## src/rtl/mult_pkg.sv

```systemverilog
// rtl/mult_pkg.sv - shared encodings, pipeline limits and sideband type for mult_mac_pipe
package mult_pkg;

   localparam logic MODE_MULT = 1'b0;
   localparam logic MODE_MAC  = 1'b1;

   localparam int PIPE_MIN = 3;
   localparam int PIPE_MAX = 6;

   typedef struct packed {
      logic sgn;
      logic mode;
      logic clr;
      logic zero;
   } sb_t;

endpackage

```

## src/rtl/mult_core.sv

```systemverilog
// rtl/mult_core.sv - stage-2 signed/unsigned extend-and-multiply register with enable
module mult_core #(
   parameter int A_W = 15,
   parameter int B_W = 15
) (
   input  logic                 i_clk,
   input  logic                 i_rst_n,
   input  logic                 i_en,
   input  logic                 i_sgn,
   input  logic [A_W-1:0]       i_a,
   input  logic [B_W-1:0]       i_b,
   output logic [A_W+B_W-1:0]   o_prod
);

   localparam int P_W = A_W + B_W;

   logic [P_W-1:0] w_a_ext;
   logic [P_W-1:0] w_b_ext;
   logic [P_W-1:0] r_prod;

   // Low P_W bits of the product of the extended operands are exact for both signednesses.
   assign w_a_ext = {{B_W{i_a[A_W-1] & i_sgn}}, i_a};
   assign w_b_ext = {{A_W{i_b[B_W-1] & i_sgn}}, i_b};

   always_ff @(posedge i_clk or negedge i_rst_n) begin
      if (!i_rst_n) begin
         r_prod <= '0;
      end else if (i_en) begin
         r_prod <= w_a_ext * w_b_ext;
      end
   end

   assign o_prod = r_prod;

endmodule

```

## src/rtl/mult_mac_pipe.sv

```systemverilog
// rtl/mult_mac_pipe.sv - pipelined A*B multiplier with valid gating and MAC; MULT_ZERO_SKIP_EN holds datapath on zero operands
module mult_mac_pipe
   import mult_pkg::*;
#(
   parameter int A_W   = 15,
   parameter int B_W   = 15,
   parameter int PIPE  = 3,
   parameter int ACC_W = 48
) (
   input  logic                 CLK,
   input  logic                 RST,
   input  logic                 IN_VALID,
   input  logic [A_W-1:0]       A_IN,
   input  logic [B_W-1:0]       B_IN,
   input  logic                 SIGNED_IN,
   input  logic                 MODE,
   input  logic                 ACC_CLR,
   output logic                 OUT_VALID,
   output logic [A_W+B_W-1:0]   PROD_OUT,
   output logic [ACC_W-1:0]     ACC_OUT
);

   localparam int P_W  = A_W + B_W;
   localparam int N_ST = PIPE - 2;

   if (PIPE < PIPE_MIN || PIPE > PIPE_MAX || ACC_W < P_W) begin : g_bad_params
      $error("mult_mac_pipe: illegal parameter combination");
   end

`ifdef MULT_ZERO_SKIP_EN
   localparam logic ZSKIP = 1'b1;
   logic w_zero;
   assign w_zero = (A_IN == '0) || (B_IN == '0);
`else
   localparam logic ZSKIP = 1'b0;
   logic w_zero;
   assign w_zero = 1'b0;
`endif

   logic           r_v1;
   logic [A_W-1:0] r_a;
   logic [B_W-1:0] r_b;
   sb_t            r_sb1;

   always_ff @(posedge CLK or negedge RST) begin
      if (!RST) begin
         r_v1  <= 1'b0;
         r_a   <= '0;
         r_b   <= '0;
         r_sb1 <= '0;
      end else begin
         r_v1 <= IN_VALID;
         if (IN_VALID) begin
            r_a   <= A_IN;
            r_b   <= B_IN;
            r_sb1 <= '{sgn: SIGNED_IN, mode: MODE, clr: ACC_CLR, zero: w_zero};
         end
      end
   end

   // Index 0 is the product stage; higher indices are the delay stages.
   logic           r_v  [N_ST];
   sb_t            r_sb [N_ST];
   logic [P_W-1:0] w_p  [N_ST];
   logic           w_core_en;

   always_ff @(posedge CLK or negedge RST) begin
      if (!RST) begin
         for (int k = 0; k < N_ST; k++) begin
            r_v[k]  <= 1'b0;
            r_sb[k] <= '0;
         end
      end else begin
         r_v[0] <= r_v1;
         if (r_v1) r_sb[0] <= r_sb1;
         for (int k = 1; k < N_ST; k++) begin
            r_v[k] <= r_v[k-1];
            if (r_v[k-1]) r_sb[k] <= r_sb[k-1];
         end
      end
   end

   assign w_core_en = r_v1 & ~(ZSKIP & r_sb1.zero);

   mult_core #(.A_W(A_W), .B_W(B_W)) u_core (
      .i_clk   (CLK),
      .i_rst_n (RST),
      .i_en    (w_core_en),
      .i_sgn   (r_sb1.sgn),
      .i_a     (r_a),
      .i_b     (r_b),
      .o_prod  (w_p[0])
   );

   for (genvar k = 1; k < N_ST; k++) begin : g_dly
      logic [P_W-1:0] r_pd;
      always_ff @(posedge CLK or negedge RST) begin
         if (!RST) begin
            r_pd <= '0;
         end else if (r_v[k-1] & ~(ZSKIP & r_sb[k-1].zero)) begin
            r_pd <= w_p[k-1];
         end
      end
      assign w_p[k] = r_pd;
   end

   sb_t              w_last_sb;
   logic             w_last_v;
   logic [P_W-1:0]   w_fin_p;
   logic [ACC_W-1:0] w_ext;
   logic             r_out_v;
   logic [P_W-1:0]   r_prod_out;
   logic [ACC_W-1:0] r_acc;

   assign w_last_sb = r_sb[N_ST-1];
   assign w_last_v  = r_v[N_ST-1];
   // A skipped sample carries a stale product down the pipe; force it to zero here.
   assign w_fin_p   = w_last_sb.zero ? '0 : w_p[N_ST-1];
   assign w_ext     = w_last_sb.sgn ? ACC_W'($signed(w_fin_p)) : ACC_W'(w_fin_p);

   always_ff @(posedge CLK or negedge RST) begin
      if (!RST) begin
         r_out_v    <= 1'b0;
         r_prod_out <= '0;
         r_acc      <= '0;
      end else begin
         r_out_v <= w_last_v;
         if (w_last_v) begin
            r_prod_out <= w_fin_p;
            if (w_last_sb.mode == MODE_MAC) begin
               r_acc <= w_last_sb.clr ? w_ext : r_acc + w_ext;
            end
         end
      end
   end

   assign OUT_VALID = r_out_v;
   assign PROD_OUT  = r_prod_out;
   assign ACC_OUT   = r_acc;

endmodule

```

## config.mk

```make
export PLATFORM = sky130hd
export DESIGN_NAME = mult_mac_pipe
export DESIGN_NICKNAME = d
export VERILOG_FILES = /design/src/rtl/mult_pkg.sv /design/src/rtl/mult_core.sv /design/src/rtl/mult_mac_pipe.sv
export SDC_FILE = /design/constraint.sdc
export NUM_CORES = 1
export LEC_CHECK = 0
export ABC_AREA = 1
export CAP_MARGIN = 20
export CORE_ASPECT_RATIO = 1.25
export CORE_MARGIN = 2
export CORE_UTILIZATION = 60
export CTS_BUF_LIST = sky130_fd_sc_hd__clkbuf_4 sky130_fd_sc_hd__clkbuf_8
export CTS_CLUSTER_SIZE = 30
export DETAILED_ROUTE_END_ITERATION = 12
export DONT_BUFFER_PORTS = 1
export PLACE_DENSITY = 0.78
export SYNTH_ARGS = -nofsm -noshare
export SYNTH_HDL_FRONTEND = slang
export SYNTH_SLANG_ARGS = --single-unit
```

## constraint.sdc

```tcl
create_clock -name CLK -period 15.7 [get_ports CLK]
set_input_delay 1.57 -clock CLK [delete_from_list [all_inputs] [get_ports CLK]]
set_output_delay 1.57 -clock CLK [all_outputs]
set_load 0.005 [all_outputs]
```

# ---- Yosys cells after proc, flatten, opt, wreduce, memory -nomap -nowiden
# Index checks and enable logic that the tools add are counted.
dict set report totals {
  register_bits 147
  latch_bits 0
  mem_bits_rw 0
  mem_bits_ro 0
  input_bits 36
  out_inout_bits 79
  wordCells 21
  memories 0
}
dict set report op_classes {
  addsub 1
  mul 1
  n_div 0
  n_lt_le_gt_ge 0
  n_eq_ne 0
  shifts 0
  muxes 2
  bitwise_logic 2
  n_reduce_logical 1
}
# operator n
set op_table {}
lappend op_table {{$mux 48} 2}
lappend op_table {{$add 48x48->48} 1}
lappend op_table {{$mul 16x16->30} 1}
lappend op_table {{$and 1x1->1} 2}
lappend op_table {{$reduce_and 2->1} 1}

# ---- Depth between registers and ports, before layout
dict set report logic_depth {
  word_depth 3
  depth_mapped 28
  depth_no_buf 26
}

# ---- Cells and area by module
# Synthesis repeated with hierarchy kept, for this count alone.
dict set report hier_totals {
  cells_unflattened 2580
  area_unflattened_um2 19438.6
}
# mod instances cells_each area_per_inst_um2 seq_area_each_um2
set by_module_without_submodules {}
lappend by_module_without_submodules {mult_core 1 1498 11332.1 750.7}
lappend by_module_without_submodules {mult_mac_pipe 1 1082 8106.5 2927.8}

# ---- Least setup slack after synthesis
# OpenSTA, ideal clock, no wires.
dict set report synth_path {
  kind {flip-flop to flip-flop}
  from {register r_a[14]}
  to {register u_core.r_prod[29], in the netlist u_core.o_prod[29]}
  setup_time_ps 118
  arrival_time_ps 5698
  t_required_ps 15582
  slack_ps 9884
  stages_incl_launch_ff 24
  n_path_buf 2
  period_less_slack_ps 5816
  path_cell_list {dfrtp_1 buf_2 nand2_1 clkbuf_1 nor2_1 fa_1 inv_1 fa_1 fa_1 fa_1 inv_1 fa_1 inv_1 fa_1 inv_1 ha_1 nand2_1 nor2_1 nand2_1 or2_0 nand3_1 nand3_1 nand3_1 nand2_1}
}
dict set report synth_between {
  elab_chain_cells 2
}
# element line
set synth_rtl {}
lappend synth_rtl {{from (decl)} mult_mac_pipe.sv:41} ;# logic [A_W-1:0] r_a;
lappend synth_rtl {{from (signal assigned)} mult_mac_pipe.sv:48} ;# r_a <= '0;
lappend synth_rtl {{from (signal assigned)} mult_mac_pipe.sv:54} ;# r_a <= A_IN;
lappend synth_rtl {{$and 1x1->1} mult_core.sv:22} ;# assign w_a_ext = {{B_W{i_a[A_W-1] & i_sgn}}, i_a};
lappend synth_rtl {{$mul 16x16->30 (*)} mult_core.sv:29} ;# r_prod <= w_a_ext * w_b_ext;
lappend synth_rtl {{to (signal assigned)} mult_core.sv:29}
lappend synth_rtl {{to (decl)} mult_core.sv:19} ;# logic [P_W-1:0] r_prod;
# Mark *: on every way between the ends. The rest lies on a longest branch, timed or not.
# A chain may end at the register's enable or synchronous reset.

# ---- Worst setup path in the final report
dict set report layout_path {
  from {register r_a[14]}
  to {register u_core.r_prod[28], in the netlist u_core.o_prod[28]}
}
# Same word-level chain as after synthesis.

==> qor.csv <==
metric;value;unit
CTS resizes;0;
Slew HR;38.22;%
hold_ws;0.4915;ns
critical path class;reg -> reg;
Starting Density;60.56;%
Antenna Cells;0;
Post-synth EDFFs;0;
Final GP Congestion;0.9651;
Startpoint Class;register;
Primary FF master, synth;dfrtp_1;
fraction of registers with async set or reset after synthesis;100.0;%
final setup vio count;0;
global-route wire length before repair;88110;um
num ports;115;
Overall Global Routing Usage;32.85;%
Port Buffers;0;
Seq cells post-synth;147;
Crit Path Max Fanout;17;
routed len/inst;17.90;um
syn avg cell area;7.291;sq um
register area share after synthesis;18.64;%
postcts setup bufs;0;
Max Buffers Root-to-Sink;2;
Post-Route WL;54890;um
Clock Latency Late Sink;0.52;ns
die height;206.8;um
CP max stage delay;0.89;ns
worst clock skew;0.01636;ns
Die X;166.2;um
crit path time final;7.284;ns
DR DRC count;0;
via/cell ratio;5.448;
Remaining Overflow, GRT;0;
fmax;0.1373;GHz
maxcap violations;0;
Cell Area, Synth;0.01974;sq mm
YS warnings;0;
setup TNS;0;ns
Pre-antenna DRT Iters;6;
core region area;0.03259;sq mm
CP Cell Sequence;nand2_1 > nor2_1 > inv_1 > fa_1 > fa_1 > inv_1 > fa_1 > fa_1 > inv_1 > fa_1 > fa_1 > inv_1 > ha_1 > nand2_1 > nor2_1 > inv_1 > nor4_1 > o21ai_0 > nand3_1 > nand2_1 > nand3_1 > nand2_1;
clock sinks;147;
placed wire-length estimate;45520;um
Root Driver;clkbuf_8;
initial antenna violation count;2;
post-route cell area;0.02035;sq mm
placed instance area;0.01993;sq mm
Inserted Clock Buffers;17;
largest net degree at the start of global routing;148;
cell mode on critical path;fa_1;
crit path max-delay cell type;fa_1;
post-route ant nets;0;
CP endpoint kind;register;
most common cell after layout, fill and taps aside;nand2_1;
Crit path required time;16.11;ns
# rows;74;
number of global-route vias before repair;17280;
Arrival @ worst endpoint;7.69;ns
# hold bufs at CTS;0;
routed vias;16710;
share of layout cells above drive strength 1;4.681;%
Nets;3047;
die area;0.03437;sq mm
Mapped Nets;3118;
most frequent cells in the layout;nand2_1 (762), inv_1 (632), fa_1 (249), nor2_1 (174), dfrtp_1 (146);
final core occ;62.44;%
CTS tree;done;
max-slew violations;0;
slew at the pin closest to its max-slew limit;0.9210;ns
Hold Crit Class;reg -> reg;
RSZ-0062 raised after global routing;no;
synth unique cells;47;
final worst path period share;46.40;%
H-tree depth;4;
Syn-to-layout area delta;3.113;%
final hold violations;0;
Clock Pin Slew Worst Setup and Hold Paths;0.10;ns
Mapped Cells;2707;
initial DRC count;1042;
outcome;finished clean;
layer usage:
metal | wire length (um) | share of wire, % | vias up | global-route usage, %
met5 | 8 | 0.015 | - | 0
met4 | 3602 | 6.6 | 2 | 19.37
met3 | 2661 | 4.8 | 173 | 4.118
met2 | 28560 | 52 | 614 | 61.86
met1 | 20060 | 37 | 7997 | 35.63
li1 | - | - | 7922 | -
cell usage after synthesis, types with 2 or more instances:
cell      instances  share of area, %
nand3_1          86               2.2
ha_1            126               8.0
a21o_1            4              0.15
a31oi_1           4              0.13
and2_1            2             0.063
nor4_1            4              0.13
xnor2_1          25               1.1
o21ai_1          10              0.25
nor2_2           10              0.32
o21bai_1         13              0.49
mux2_2           34               1.9
a21oi_2           5              0.22
nand2_2          15              0.48
o211ai_1         10              0.38
nor3_2            4              0.20
a21oi_1         120               3.0
buf_1             2             0.038
fa_1            249                25
nor2_1          174               3.3
dfrtp_1         147                19
nand4_1          29              0.92
nand2_1         762                14
xor2_1           20              0.89
nand3b_1          3              0.11
buf_2             7              0.18
nor3_1           14              0.36
nand3_2           2              0.10
clkinv_1          2             0.038
inv_1           632                12
o21a_1            2             0.076
clkbuf_1         86               1.6
inv_2             6              0.11
o21ai_2           2             0.089
or2_2             5              0.16
or2_1             2             0.063
o21ai_0          78               2.0
state kept, by name (all words and copies together) (netlist names):
register,cells
r_sb1,3
r_v,1
r_v1,1
u_core.o_prod,30
OUT_VALID,1
r_sb,3
r_b,15
r_a,15
ACC_OUT,48
PROD_OUT,30
logic make-up (layout without fill, tap and decap cells):
logic type | Yosys count | after routing | share of synthesized area (%)
AND/OR/NAND/NOR | 1117 | 1117 | 23.09
buffers and inverters | 735 | 677 | 14.02
adder cells (fa/ha/maj) | 375 | 375 | 33.24
AO/OA/AOI/OAI | 254 | 254 | 7.062
flip-flops | 147 | 147 | 18.64
XOR/XNOR | 45 | 45 | 1.997
multiplexers | 34 | 34 | 1.940
through the flow:
| stage | std cells | setup slack [ns] |
|---|---|---|
| after CTS | 3066 | 8.447 |
| after floorplan | 2707 | 9.884 |
| after global placement | 3034 | 8.539 |
| after detailed placement | 3034 | 8.454 |
| after global routing | 3067 | 8.215 |
| final | 3067 | 8.416 |
worst max-delay path, delay by kind of cell (launching register included):
| kind | cells | cell delay [ns] |
|---|---|---|
| AOI/OAI and AO/OA | 1 | 0.39 |
| adders and majority gates | 7 | 3.67 |
| buffers and inverters | 5 | 0.49 |
| DFF | 1 | 0.77 |
| and+or+nand+nor | 9 | 1.85 |
worst paths after layout:
path	to	slack, ns	from	depth (start not counted)
setup / recovery	u_core.o_prod[28]	8.42	r_a[14]	22
hold / removal	r_sb[1]	0.49	r_sb1[1]	2
setup reg to reg	u_core.o_prod[28]	8.42	r_a[14]	22
hold reg to reg	r_sb[1]	0.49	r_sb1[1]	2
max in group asynchronous	r_b[7]	14.79	RST	0
min in group asynchronous	PROD_OUT[8]	0.73	RST	0
layout make-up:
cell class,instances,area (sq um)
tap,418,523.0
sequential,147,3680
fill,2944,12240
clock buffer,18,241.5
inverter,640,2402
timing repair buffer,5,50.05
clock inverter,14,163.9
multi-input combinational,1825,13290
Power is left out: the tool's default activity adds up to more than one toggle a clock period on the data nets, which glitch-free logic cannot reach.
